$ cat config.mk
export PLATFORM = sky130hd
export DESIGN_NAME = serial_subtractor_flat
export DESIGN_NICKNAME = d
export VERILOG_FILES = /design/src/rtl/serial_subtractor_if.sv /design/src/rtl/serial_subtractor.sv /design/src/flat_wrapper.sv
export SDC_FILE = /design/constraint.sdc
export NUM_CORES = 1
export LEC_CHECK = 0
export CORE_UTILIZATION = 41
export DETAILED_ROUTE_END_ITERATION = 8
export GPL_ROUTABILITY_DRIVEN = 0
export PLACE_DENSITY = 0.66
export SYNTH_ARGS = -nofsm -noshare
export SYNTH_HDL_FRONTEND = slang
export SYNTH_SLANG_ARGS = --single-unit
export TNS_END_PERCENT = 50
$ cat constraint.sdc
create_clock -name clk -period 2.81 [get_ports clk]
set_input_delay 0.562 -clock clk [delete_from_list [all_inputs] [get_ports clk]]
set_output_delay 0.562 -clock clk [all_outputs]
set_load 0.01 [all_outputs]
$ cat src/rtl/serial_subtractor_if.sv
// Operand/result handshake bundle for the bit-serial subtractor.
// The producer/consumer side uses the master view, the subtractor the slave view.
interface serial_subtractor_if #(
   parameter int WIDTH = 8
);
   logic             in_valid;
   logic             in_ready;
   logic [WIDTH-1:0] a;
   logic [WIDTH-1:0] b;
   logic             bin;
   logic             out_valid;
   logic             out_ready;
   logic [WIDTH-1:0] diff;
   logic             bout;
   logic             ovf;

   modport master (
      output in_valid, a, b, bin, out_ready,
      input  in_ready, out_valid, diff, bout, ovf
   );

   modport slave (
      input  in_valid, a, b, bin, out_ready,
      output in_ready, out_valid, diff, bout, ovf
   );
endinterface

$ cat src/rtl/serial_subtractor.sv
// Bit-serial two's-complement subtractor: computes a - b - bin one bit per
// clock, LSB first, through a single full-subtractor cell.
// The sequence is accept (IDLE), WIDTH compute edges (BUSY), then the result
// is held until the consumer takes it (DONE).
module serial_subtractor #(
   parameter int WIDTH = 8
) (
   input logic               clk,
   input logic               rst_n,
   serial_subtractor_if.slave bus
);

   localparam int CW = (WIDTH > 1) ? $clog2(WIDTH) : 1;

   typedef enum logic [1:0] {
      IDLE,
      BUSY,
      DONE
   } state_t;

   state_t           state;
   state_t           state_next;

   logic [WIDTH-1:0] a_r;
   logic [WIDTH-1:0] b_r;
   logic             br;
   logic [CW-1:0]    cnt;
   logic [WIDTH-1:0] diff_r;
   logic             bout_r;
   logic             ovf_r;

   logic             a_bit;
   logic             b_bit;
   logic             d_bit;
   logic             br_next;
   logic             last_bit;

   // Full-subtractor cell operating on the bit currently selected by cnt.
   always_comb begin
      a_bit    = a_r[cnt];
      b_bit    = b_r[cnt];
      d_bit    = a_bit ^ b_bit ^ br;
      br_next  = (~a_bit & b_bit) | (~(a_bit ^ b_bit) & br);
      last_bit = (cnt == CW'(WIDTH - 1));
   end

   // State register; reset abandons any in-flight operation.
   always_ff @(posedge clk or negedge rst_n) begin
      if (!rst_n) begin
         state <= IDLE;
      end else begin
         state <= state_next;
      end
   end

   // Next-state logic: accept in IDLE, finish on the MSB, release on handshake.
   always_comb begin
      state_next = state;
      case (state)
         IDLE:    if (bus.in_valid)  state_next = BUSY;
         BUSY:    if (last_bit)      state_next = DONE;
         DONE:    if (bus.out_ready) state_next = IDLE;
         default: state_next = IDLE;
      endcase
   end

   // Operand capture and serial result accumulation; the MSB step also
   // records the final borrow and the signed overflow flag.
   always_ff @(posedge clk or negedge rst_n) begin
      if (!rst_n) begin
         a_r    <= '0;
         b_r    <= '0;
         br     <= 1'b0;
         cnt    <= '0;
         diff_r <= '0;
         bout_r <= 1'b0;
         ovf_r  <= 1'b0;
      end else begin
         case (state)
            IDLE: begin
               if (bus.in_valid) begin
                  a_r    <= bus.a;
                  b_r    <= bus.b;
                  br     <= bus.bin;
                  cnt    <= '0;
                  diff_r <= '0;
                  bout_r <= 1'b0;
                  ovf_r  <= 1'b0;
               end
            end
            BUSY: begin
               diff_r[cnt] <= d_bit;
               br          <= br_next;
               cnt         <= cnt + CW'(1);
               if (last_bit) begin
                  bout_r <= br_next;
                  ovf_r  <= (a_r[WIDTH-1] ^ b_r[WIDTH-1]) & (d_bit ^ a_r[WIDTH-1]);
               end
            end
            default: begin
            end
         endcase
      end
   end

   assign bus.in_ready  = (state == IDLE);
   assign bus.out_valid = (state == DONE);
   assign bus.diff      = diff_r;
   assign bus.bout      = bout_r;
   assign bus.ovf       = ovf_r;

endmodule

$ cat src/flat_wrapper.sv
// flat-port wrapper written by rule: the top's interface ports become plain ports
module serial_subtractor_flat 
#(
   parameter int WIDTH = 8
)
  (clk, rst_n, bus_in_valid, bus_a, bus_b, bus_bin, bus_out_ready, bus_in_ready, bus_out_valid, bus_diff, bus_bout, bus_ovf);
  serial_subtractor_if #(.WIDTH(WIDTH)) bus_i ();
  input logic clk;
  input logic rst_n;
  input wire logic [$bits(bus_i.in_valid)-1:0] bus_in_valid;
  input wire logic [$bits(bus_i.a)-1:0] bus_a;
  input wire logic [$bits(bus_i.b)-1:0] bus_b;
  input wire logic [$bits(bus_i.bin)-1:0] bus_bin;
  input wire logic [$bits(bus_i.out_ready)-1:0] bus_out_ready;
  output wire logic [$bits(bus_i.in_ready)-1:0] bus_in_ready;
  output wire logic [$bits(bus_i.out_valid)-1:0] bus_out_valid;
  output wire logic [$bits(bus_i.diff)-1:0] bus_diff;
  output wire logic [$bits(bus_i.bout)-1:0] bus_bout;
  output wire logic [$bits(bus_i.ovf)-1:0] bus_ovf;
  assign bus_i.in_valid = bus_in_valid;
  assign bus_i.a = bus_a;
  assign bus_i.b = bus_b;
  assign bus_i.bin = bus_bin;
  assign bus_i.out_ready = bus_out_ready;
  assign bus_in_ready = bus_i.in_ready;
  assign bus_out_valid = bus_i.out_valid;
  assign bus_diff = bus_i.diff;
  assign bus_bout = bus_i.bout;
  assign bus_ovf = bus_i.ovf;
  serial_subtractor #(.WIDTH(WIDTH)) u_core (.clk(clk), .rst_n(rst_n), .bus(bus_i));
endmodule
### Yosys cells after proc, flatten, opt, wreduce, memory -nomap -nowiden

Cells that the tools add are included.
Widths: inputs -> output; s select.

* multipliers: 0
* bitwise gates (word level): 10
* equal/unequal tests: 6
* reductions and logical operators: 7
* shift-type cells: 0
* order comparisons: 2
* divide/modulo/power cells: 0
* add/subtract/negate cells: 1
* mux-type cells: 22

Operators by type and width (number)
* $pmux 8 s2: 1
* $bwmux 8: 1
* $mux 8: 1
* $mux 1: 7
* $bmux 1 s3: 2
* $mux 2: 3
* $pmux 1 s2: 3
* $pmux 2 s3: 1
* $pmux 3 s2: 1
* $reduce_and 3->1: 2
* $lt 3x4->1 const B: 1
* $ne 2x2->1 const B: 2
* $reduce_and 2->1: 2
* $xor 1x1->1: 4
* $add 3x1->3 const B: 1
* $and 1x1->1: 3
* $demux 1 s3: 1
* $eq 3x3->1 const B: 1
* $ge 3x1->1 const B: 1
* $mux 3: 1
* $eq 2x1->1 const B: 1
* $eq 2x2->1 const B: 1
* $logic_not 2->1: 1
* $ne 2x1->1 const B: 1
* other kinds (4): 5

* input port bits: 21
* memory bits (writable): 0
* latch bits: 0
* ROM bits: 0
* memories kept: 0
* flip-flop bits (word level): 32
* logic and storage cells: 56

### Depth between registers and ports, before layout

* depth after elaboration: 8
* depth in mapped cells: 9
* depth with buffers taken out: 7

### Worst setup path before layout

No wires, ideal clock.

* path type: register to register
* from: register u_core.cnt[1]
* to: register u_core.ovf_r, in the netlist u_core.bus.ovf
* path slack: 483 ps
* stages on the path, launching flop included: 9
* data arrival time: 2198 ps
* setup time: 129 ps
* cells stage by stage: dfrtp_1 > buf_2 > mux4_2 > mux2i_1 > fa_1 > clkbuf_1 > and3b_1 > a21oi_1 > o21ai_0

* word-level cells in the longest chain between the ends: 8
* elaborated cells on any way between the ends: 13

RTL lines
* from (decl): line serial_subtractor.sv:27 `logic [CW-1:0] cnt;`
* from (signal assigned): line serial_subtractor.sv:94 `cnt <= cnt + CW'(1);`
* $bmux 1 s3, on equally long branches: line serial_subtractor.sv:40, serial_subtractor.sv:41
* $mux 1, on equally long branches: line serial_subtractor.sv:40, serial_subtractor.sv:41
* $xor 1x1->1 (2 in series): line serial_subtractor.sv:42 `d_bit = a_bit ^ b_bit ^ br;`
* $xor 1x1->1: line serial_subtractor.sv:97 `ovf_r <= (a_r[WIDTH-1] ^ b_r[WIDTH-1]) & (d_bit ^ a_r[WIDTH-1]);`
* $and 1x1->1: line serial_subtractor.sv:97
* $mux 1: line serial_subtractor.sv:95 `if (last_bit) begin`
* $pmux 1 s2: line serial_subtractor.sv:79 `case (state)`
* to (signal assigned): line serial_subtractor.sv:97
* to (decl): line serial_subtractor.sv:30 `logic ovf_r;`

Parallel ways exist; a longest one is shown, timed or not. The select of a mux whose other input is x is not followed.
A chain may end at the register's enable or synchronous reset.

### Worst setup path in the final report

Same ends and word-level chain as after synthesis.

==> flow_summary.yaml <==
layout:
  fin_area_sq_mm: 0.00204
  n_antenna_cell: 0
  syn_to_final_growth_pct: 28.6
  fill_cells: 334
  final_cell_mix: "clkdlybuf4s50_1, dfrtp_1, mux2_2, nor2b_1, nor2_1"
  layout.nets: 187
  drive_gt1_share_pct: 25.6
synthesis:
  ys_types: 34
  synthCells: 129
  synth_area_sq_mm: 0.00158
  synth_warnings: 0
  ys_ff_latch: 32
  syn_nets: 153
  avgSynthCellArea_sq_um: 12.3
  yosysSeqAreaShare_pct: 50.6
clocking:
  hold_buffers: 0
  clkSinkCount: 32
  cts_max_level: 2
  clk_pin_slew_ns: 0.07
  clkLatencyLatePin_ns: 0.29
  cts_tree: "built"
  cts_buffers: 5
  clk_path_buf_depth: 2
  ctsResizeCount: 0
  root_buffer: "clkbuf_8"
  cts_setup_buffers: 0
status:
  status: "completed"
sta:
  worst-slew-pin-transition_ns: 0.511
  period_minus_slack_ns: 2.30
  fin_worst_skew_ns: 0.00767
  finalHoldWorstSlack_ns: 0.509
  rsz0062_at_grt: "no"
  fmax_mhz: 434
  timing.slew.headroom_pct: 65.9
  finalHoldViolCount: 0
  finalCritPeriodShare_pct: 82.0
  setup_viol_count_final: 0
  tns_ns: 0
  slew_viol_final: 0
global_routing:
  grt_pass1_vias: 1112
  antenna_found_initial: 0
  grt_use_total_pct: 16.6
  grt_max_degree: 33
  grt_pass1_wl_microns: 5020
  grt_overflow: 0
setup_path:
  arrival_ns: 2.51
  startpoint_type: "register"
  r2r_cells: 8
  rrSetupSlack_ns: 0.51
  critPathMaxFanout: 10
  cp.required_ns: 3.02
  r2r-end: "u_core.bus.ovf"
  crit_path_end_kind: "register"
  r2r-start: "u_core.cnt[1]"
  critPathKind: "register to register"
worst_hold_path:
  whs_endpoint: "u_core.a_r[6]"
  hold_start: "u_core.a_r[6]"
  hold_class: "register to register"
  hold-path-cell-count: 1
drt:
  drt_pass1_iterations: 4
  vias: 1067
  wire_per_inst_microns: 13.6
  drt_iter0_markers: 19
  wl_microns: 2880
  post_drt_via_cell_ratio: 5.03
  drc: 0
  antenna_left: 0
placement:
  port_buffers: 32
  place_area_sq_mm: 0.00194
  dp_hpwl_microns: 2130
power_and_ir_drop:
  power_density_mw_per_mm2: 1120
  switching_share_pct: 34.9
  power.leakage_uw: 0.000873
  p_int_uw: 1490
  max-vdd-ir-drop_uv: 532
  pwr-share-comb_pct: 46.7
  switchingPower_uw: 799
  p_seq_share_pct: 37.5
  clockPowerShare_pct: 15.8
die:
  ioPinCount: 33
  start_util_pct: 42.9
  num_rows: 22
  die_h_microns: 64.2
  die_w_microns: 64.2
  coreArea_sq_mm: 0.00369
  fp.dieArea_sq_mm: 0.00412
job:
  max-cap-violations: 0
==> worst max-delay path by stage <==
stage | slack (ns) | depth (start not counted) | startpoint | to
floorplan | 0.48 | 8 | u_core.cnt[1] | u_core.bus.ovf
global placement | 0.60 | 6 | u_core.cnt[2] | u_core.bus.ovf
detailed placement | 0.48 | 8 | u_core.cnt[1] | u_core.bus.ovf
CTS | 0.47 | 8 | u_core.cnt[1] | u_core.bus.ovf
global route | 0.23 | 8 | u_core.cnt[1] | u_core.bus.ovf
finish | 0.51 | 8 | u_core.cnt[1] | u_core.bus.ovf
==> area by class of cell <==
class	count	area, sq um	area share, %
Timing Repair Buffer	35	343	16.8
Tap cell	48	60.1	2.95
Clock inverter	2	10.0	0.491
Multi-Input combinational cell	85	726	35.6
Clock buffer	6	82.6	4.05
Inverter	4	15.0	0.737
Sequential cell	32	801	39.3
==> cells by family (layout without fill, tap and decap cells) <==
kind of cell	Yosys count	count (layout)	share of synthesized area, %
and+or+nand+nor	37	37	14.4
DFF	32	32	50.6
muxes	29	29	21.8
AOI/OAI and AO/OA	16	16	6.79
buffers and inverters	12	47	3.63
adders and majority gates	3	3	2.84
==> worst max-delay path: stages (launching register included) <==
cell and delay [ns]:
dfrtp_1 0.43, buf_4 0.20, mux2i_1 0.20, o32a_1 0.15
o211ai_1 0.12, fa_1 0.74, and3b_1 0.20, a21oi_1 0.04
o21ai_0 0.14
==> Yosys cell counts <==
master,instances,share of area [%]
ha_1,2,1.6
o21ai_0,4,1.3
a31oi_1,1,0.40
buf_4,2,0.95
nor3_2,1,0.63
or2_2,1,0.40
o211ai_1,1,0.47
mux2i_1,3,1.9
o22ai_1,1,0.40
nor3_1,1,0.32
nor2b_1,10,3.9
buf_1,1,0.24
a21oi_1,3,0.95
nor2_1,8,1.9
nand3b_1,2,0.95
nand2b_1,4,1.6
buf_2,4,1.3
nand2_1,3,0.71
fa_1,1,1.3
mux4_2,2,2.8
clkbuf_1,1,0.24
dfrtp_1,32,51
a221oi_1,1,0.55
nor3b_2,1,0.79
o21bai_1,1,0.47
and3_1,1,0.40
and3b_1,1,0.55
a22o_1,3,1.7
inv_1,4,0.95
or3b_2,1,0.55
mux2_2,24,17
nor3b_1,2,0.95
or3b_4,1,0.71
o32a_1,1,0.63
==> layer usage <==
| layer | vias up | share of wire, % | global-route usage (%) |
|---|---|---|---|
| met2 | 30 | 51 | 27.9 |
| met4 | 0 | 1.8 | 7.50 |
| met5 | - | 0 | 0 |
| met1 | 512 | 42 | 19.1 |
| met3 | 5 | 5.0 | 5.36 |
| li1 | 520 | - | - |
==> registers in the layout, indices dropped and copies added (netlist names) <==
name             cells
u_core.a_r           8
u_core.b_r           8
u_core.bus.diff      8
u_core.cnt           3
u_core.state         2
u_core.br            1
u_core.bus.bout      1
u_core.bus.ovf       1
==> power by group through the flow <==
| stage | sequential [uW] | clock, uW | combinational (uW) |
|---|---|---|---|
| 2_1_floorplan | 796 | 0 | 817 |
| 3_3_place_gp | 864 | 0 | 1060 |
| 3_5_place_dp | 870 | 0 | 1090 |
| 4_1_cts | 863 | 372 | 1090 |
| 5_1_grt | 896 | 400 | 1200 |
| 6_report | 859 | 362 | 1070 |
==> stage by stage <==
step / cells / worst slack (ns) / util, % / total power, uW
2_1_floorplan: 129 / 0.483 / - / 1610
3_3_place_gp: 204 / 0.604 / 52.7 / 1920
6_report: 212 / 0.506 / 55.2 / 2290
3_5_place_dp: 204 / 0.484 / 52.7 / 1960
4_1_cts: 212 / 0.468 / 55.2 / 2320
5_1_grt: 212 / 0.233 / 55.2 / 2490
Power figures use the tool's default switching activity.
